## config.mk

```make
export PLATFORM = sky130hd
export DESIGN_NAME = data_memory_ctrl
export DESIGN_NICKNAME = d
export VERILOG_FILES = /design/src/rtl/data_memory_ctrl.sv
export SDC_FILE = /design/constraint.sdc
export NUM_CORES = 2
export LEC_CHECK = 0
export BUFFER_PORTS_ARGS = -buffer_cell sky130_fd_sc_hd__buf_2
export CAP_MARGIN = 20
export CORE_UTILIZATION = 50
export CTS_CLUSTER_DIAMETER = 50
export DETAILED_ROUTE_END_ITERATION = 6
export PLACE_DENSITY = 0.74
export SLEW_MARGIN = 20
export SYNTH_ARGS = -nofsm -noshare
export SYNTH_HDL_FRONTEND = slang
export SYNTH_SLANG_ARGS = --single-unit
```

## constraint.sdc

```tcl
create_clock -name clk -period 25.9 [get_ports clk]
set_input_delay 1.295 -clock clk [delete_from_list [all_inputs] [get_ports clk]]
set_output_delay 1.295 -clock clk [all_outputs]
set_load 0.01 [all_outputs]
```

## src/rtl/data_memory_ctrl.sv

```systemverilog
// data_memory_ctrl: single-port data memory for the MIPS-8 datapath.
// It has a configurable word width and depth, per-bit masked writes, and a
// registered read with a read_valid pulse. Accesses outside DEPTH are dropped
// and flagged. After every reset a hardware sequence clears the whole array.
// Optional build macro: DMEM_WR_FORWARD_EN. When defined, a read and a write
// to the same address in one cycle return the newly merged word (write-first).
// When undefined, that read returns the old word (read-first).
module data_memory_ctrl #(
    parameter int DATA_WIDTH = 8,
    parameter int ADDR_WIDTH = 8,
    parameter int DEPTH      = 256
) (
    input  logic                  clk,
    input  logic                  reset,
    input  logic [ADDR_WIDTH-1:0] address,
    input  logic [DATA_WIDTH-1:0] data_in,
    input  logic [DATA_WIDTH-1:0] wr_mask,
    input  logic                  write_enable,
    input  logic                  read_enable,
    output logic [DATA_WIDTH-1:0] data_out,
    output logic                  read_valid,
    output logic                  busy,
    output logic                  addr_error
);

    // The clear pointer only has to reach DEPTH-1.
    localparam int CLR_W = (DEPTH > 1) ? $clog2(DEPTH) : 1;
    localparam logic [CLR_W-1:0]      CLR_LAST  = CLR_W'(DEPTH - 1);
    localparam logic [CLR_W-1:0]      CLR_ONE   = CLR_W'(1);
    // DEPTH is widened by one bit, so DEPTH == 2**ADDR_WIDTH is still representable.
    localparam logic [ADDR_WIDTH:0]   DEPTH_EXT = (ADDR_WIDTH + 1)'(DEPTH);

    typedef enum logic [0:0] {
        ST_IDLE  = 1'b0,
        ST_CLEAR = 1'b1
    } state_t;

    logic [DATA_WIDTH-1:0] mem_r [DEPTH];

    state_t                state_r;
    state_t                next_state_s;
    logic [CLR_W-1:0]      clr_ptr_r;

    logic                  in_range_s;
    logic [DATA_WIDTH-1:0] old_word_s;
    logic [DATA_WIDTH-1:0] merged_s;
    logic [DATA_WIDTH-1:0] rd_data_s;
    logic                  clr_wr_s;
    logic                  mem_we_s;
    logic                  rd_fire_s;
    logic                  err_s;

    // Address decode, fetch of the current word, and merge of the masked write.
    always_comb begin
        in_range_s = ({1'b0, address} < DEPTH_EXT);
        old_word_s = '0;
        if (in_range_s) begin
            old_word_s = mem_r[address];
        end else begin
            old_word_s = '0;
        end
        merged_s = (old_word_s & ~wr_mask) | (data_in & wr_mask);
    end

    // Next-state decode and per-cycle memory controls.
    always_comb begin
        next_state_s = state_r;
        clr_wr_s     = 1'b0;
        mem_we_s     = 1'b0;
        rd_fire_s    = 1'b0;
        err_s        = 1'b0;
        rd_data_s    = '0;
        case (state_r)
            ST_CLEAR: begin
                // Requests are ignored while the array is being cleared.
                clr_wr_s = 1'b1;
                if (clr_ptr_r == CLR_LAST) begin
                    next_state_s = ST_IDLE;
                end else begin
                    next_state_s = ST_CLEAR;
                end
            end
            ST_IDLE: begin
                next_state_s = ST_IDLE;
                rd_fire_s    = read_enable;
                err_s        = (read_enable | write_enable) & ~in_range_s;
                mem_we_s     = write_enable & in_range_s;
                if (in_range_s) begin
`ifdef DMEM_WR_FORWARD_EN
                    if (write_enable) begin
                        rd_data_s = merged_s;
                    end else begin
                        rd_data_s = old_word_s;
                    end
`else
                    rd_data_s = old_word_s;
`endif
                end else begin
                    rd_data_s = '0;
                end
            end
            default: begin
                next_state_s = ST_CLEAR;
            end
        endcase
    end

    // FSM state, clear pointer and registered outputs. Reset restarts the clear.
    always_ff @(posedge clk) begin
        if (reset) begin
            state_r    <= ST_CLEAR;
            clr_ptr_r  <= '0;
            busy       <= 1'b1;
            data_out   <= '0;
            read_valid <= 1'b0;
            addr_error <= 1'b0;
        end else begin
            state_r <= next_state_s;
            if (clr_wr_s && (clr_ptr_r != CLR_LAST)) begin
                clr_ptr_r <= clr_ptr_r + CLR_ONE;
            end
            busy       <= (next_state_s == ST_CLEAR);
            read_valid <= rd_fire_s;
            addr_error <= err_s;
            if (rd_fire_s) begin
                data_out <= rd_data_s;
            end
        end
    end

    // Array writes: the clear sequence first, then masked writes. A reset cycle never writes.
    always_ff @(posedge clk) begin
        if (!reset) begin
            if (clr_wr_s) begin
                mem_r[clr_ptr_r] <= '0;
            end else if (mem_we_s) begin
                mem_r[address] <= merged_s;
            end
        end
    end

endmodule

```

==> run_results.csv <==
group,metric,value,unit
route,drc,131,
synth,synth_mux_area_frac,0.150,
die,ios,39,
synth,synthArstFlopShare,0,
timing,fmax,131,MHz
final_layout,seq_area,0.0619,sq mm
synth,synth_xor_area_frac,0.000651,
outcome,violations,"DRC",
die,die_w,404,microns
final_layout,drive_gt1_frac,0.228,
route,drt_iter0_markers,6439,
global_routing,grt_max_degree,257,
cts,path_clk_slew,0.07,ns
synth,synth-simple-area-share,0.0333,
final_layout,finalNonFillerCells,6299,
placed_design,dp.final_hpwl,126000,microns
synth,synth_top_family_by_area,"multiplexers",
final_layout,fillers,11600,
cts,post_cts_resized,0,
die,core,0.160,sq mm
synth,yosysWarnings,0,
power,p_int,0.00522,W
synth,ys.flop_type,"edfxtp_1",
cts,post_cts_buffers,0,
synth,seq_area_frac_synth,0.766,
worst_setup_path,rrSetupSlack,21.24,ns
worst_setup_path,reg2regPathDepth,8,
route,drtAntennaViolNets,0,
final_layout,area_growth,10.6,%
global_routing,grt_pass1_vias,40000,
cts,clock-sinks,2066,
route,drt-pass1-iter-count,7,
synth,synth_compound_area_frac,0.0303,
power,p_leak,31.7,nW
worst_setup_path,reg2reg_from,"mem_r[31][4]",
final_layout,final_nets,4012,
final_layout,multi_input_area,0.0175,sq mm
worst_setup_path,arrival,8.14,ns
worst_setup_path,required,26.43,ns
min_path,hold_class,"flop to flop",
synth,synth.avg_cell_area,20.8,sq um
synth,yosys.cell_types.count,72,
global_routing,track_usage,0.255,
min_path,hold_path_end,"data_out[1]",
timing,setup_viol,0,
timing,setup_tns,0,ns
route,vias,40900,
outcome,outcome,"complete, but fails checks",
die,start_util,0.503,
synth,ys_ff_latch,2066,
route,wl_per_cell,32.9,microns
global_routing,overflow,0,
die,die-area,0.163,sq mm
synth,synthAdderAreaFrac,0.000155,
placed_design,placed_cells,5947,
synth,synth_edf_count,2048,
final_layout,fin_util,0.557,
cts,htree_levels,4,
worst_setup_path,crit_fanout,94,
power,pwr-share-clk,0.419,
min_path,min-delay-start,"data_out[1]",
route,routed_via_density,6.50,
min_path,holdPathStages,2,
power,peakVddDrop,78.3,uV
cts,cts_buffer_depth,3,
placed_design,gp_congestion,0.959,
global_routing,grt_pass1_wl,294000,microns
power,p_per_area,74.0,mW/mm^2
placed_design,portBuffers,37,
synth,syn_inst,3879,
synth,syn-num-nets,3908,
synth,syn_area,0.0807,sq mm
timing,worst_slew_pin_slew,1.21,ns
worst_setup_path,cp-end-kind,"flop",
timing,relSlewSlack,0.190,
timing,rsz0062_at_grt,"no",
die,rows,147,
power,pwr-share-seq,0.548,
final_layout,layout_commonest_cell,"edfxtp_1",
timing,fin_skew,0.0454,ns
power,switching_share,0.211,
cts,cts_buffers,193,
timing,finalCritPeriodShare,0.294,
timing,hold_violations,0,
final_layout,layout_common_cells,"2048 x edfxtp_1, 463 x mux4_2, 300 x nor2_1",
power,p_switching,0.00139,W
cts,holdBufCountCts,0,
worst_setup_path,start_kind,"input pin",
timing,slew_viol_final,0,
cts,clockRootBuffer,"clkbuf_16",
die,die_h,404,microns
cts,clock_latency,0.86,ns
worst_setup_path,crit_type,"input pin to flop",
worst_setup_path,r2r_end,"mem_r[230][4]",
timing,layout_min_cycle_time,7.61,ns
cts,cts_tree,"done",
power,power.total,0.00661,W
job,max_cap_viol_count,0,
route,routed_wl,207000,microns
global_routing,antenna_found_initial,6,
power,p_comb_frac,0.033,
[critical path: stages]
cell and delay (ns):
buf_8 0.53, buf_4 0.83, buf_12 0.61, buf_4 0.75, mux2i_1 0.17, a221oi_1 0.34, a21oi_1 0.13, a211oi_1 0.98
and3_1 0.33, o311ai_0 0.22, a21oi_4 0.25, buf_4 0.61, buf_4 0.70
[routing by layer]
metal | part of all wire | vias up | track usage | routed length, microns
met3 | 0.12 | 479 | 0.0694 | 25600
met5 | 0.00027 | - | 0 | 55
met2 | 0.47 | 2767 | 0.392 | 97200
met4 | 0.040 | 8 | 0.0974 | 8340
li1 | - | 16300 | - | -
met1 | 0.37 | 21400 | 0.349 | 75900
[power by group through the flow]
| stage | Clock (W) | Combinational, W | Sequential, W |
|---|---|---|---|
| 2_1_floorplan | 0 | 0.000143 | 0.00369 |
| 3_3_place_gp | 0 | 0.000214 | 0.00369 |
| 3_5_place_dp | 0 | 0.000215 | 0.00369 |
| 4_1_cts | 0.00278 | 0.000216 | 0.00362 |
| 5_1_grt | 0.00290 | 0.000225 | 0.00362 |
| 6_report | 0.00277 | 0.000220 | 0.00362 |
[through the flow]
stage / hold WS, ns / worst slack (ns) / cell area [sq um]
floorplan: 0.481 / 10.82 / 80700
global placement: 0.440 / 17.56 / 83000
detailed placement: 0.446 / 17.38 / 83100
CTS: 0.455 / 18.26 / 89200
global route: 0.477 / 17.93 / 89300
finish: 0.452 / 18.29 / 89300
[cell families after synthesis]
logic type,after synthesis
xor gates and xnor gates,6
other,1
adders and majority gates,1
DFF,2066
AOI/OAI and AO/OA,356
buffers and inverters,235
muxes,614
and+or+nand+nor,600
[final cells by class]
cell class                      count  share of cell area
Sequential cell                  2066               0.693
Timing Repair Buffer              139              0.0122
Multi-Input combinational cell   1578               0.196
Inverter                            5            0.000210
Antenna cell                        2           0.0000561
Tap cell                         2160              0.0303
Clock buffer                      228              0.0558
Clock inverter                    121              0.0128
[sequential cells by signal, indices dropped and copies added (netlist names)]
| signal | flops |
|---|---|
| clr_ptr_r | 8 |
| data_out | 8 |
| mem_r | 2048 |
| read_valid | 1 |
| state_r | 1 |
[synthesized netlist by cell type, types with 16 or more instances]
| master | count | area share |
|---|---|---|
| a21oi_1 | 56 | 0.0035 |
| nand3b_1 | 16 | 0.0015 |
| a211oi_1 | 18 | 0.0017 |
| buf_6 | 28 | 0.0039 |
| buf_2 | 55 | 0.0034 |
| o21ai_0 | 27 | 0.0017 |
| mux2i_1 | 123 | 0.015 |
| mux2_2 | 17 | 0.0024 |
| clkbuf_1 | 83 | 0.0039 |
| nand3_1 | 42 | 0.0026 |
| nor2_1 | 315 | 0.015 |
| mux4_2 | 463 | 0.13 |
| dfxtp_1 | 18 | 0.0045 |
| o22ai_1 | 63 | 0.0049 |
| a22oi_1 | 105 | 0.0098 |
| nor2b_1 | 21 | 0.0016 |
| edfxtp_1 | 2048 | 0.76 |
| nand2_1 | 97 | 0.0045 |
| nor3_1 | 33 | 0.0020 |
| buf_4 | 38 | 0.0035 |
[worst max path at each step]
stage	start	end	slack [ns]	cells after the start
floorplan	address[2]	mem_r[0][5]	10.82	9
global placement	address[0]	mem_r[160][6]	17.56	12
detailed placement	address[0]	mem_r[11][7]	17.38	12
CTS	address[0]	mem_r[137][7]	18.26	12
global route	address[0]	mem_r[113][3]	17.93	13
finish	address[0]	mem_r[116][3]	18.29	13
Note: power is estimated with default switching activity, not from simulation.
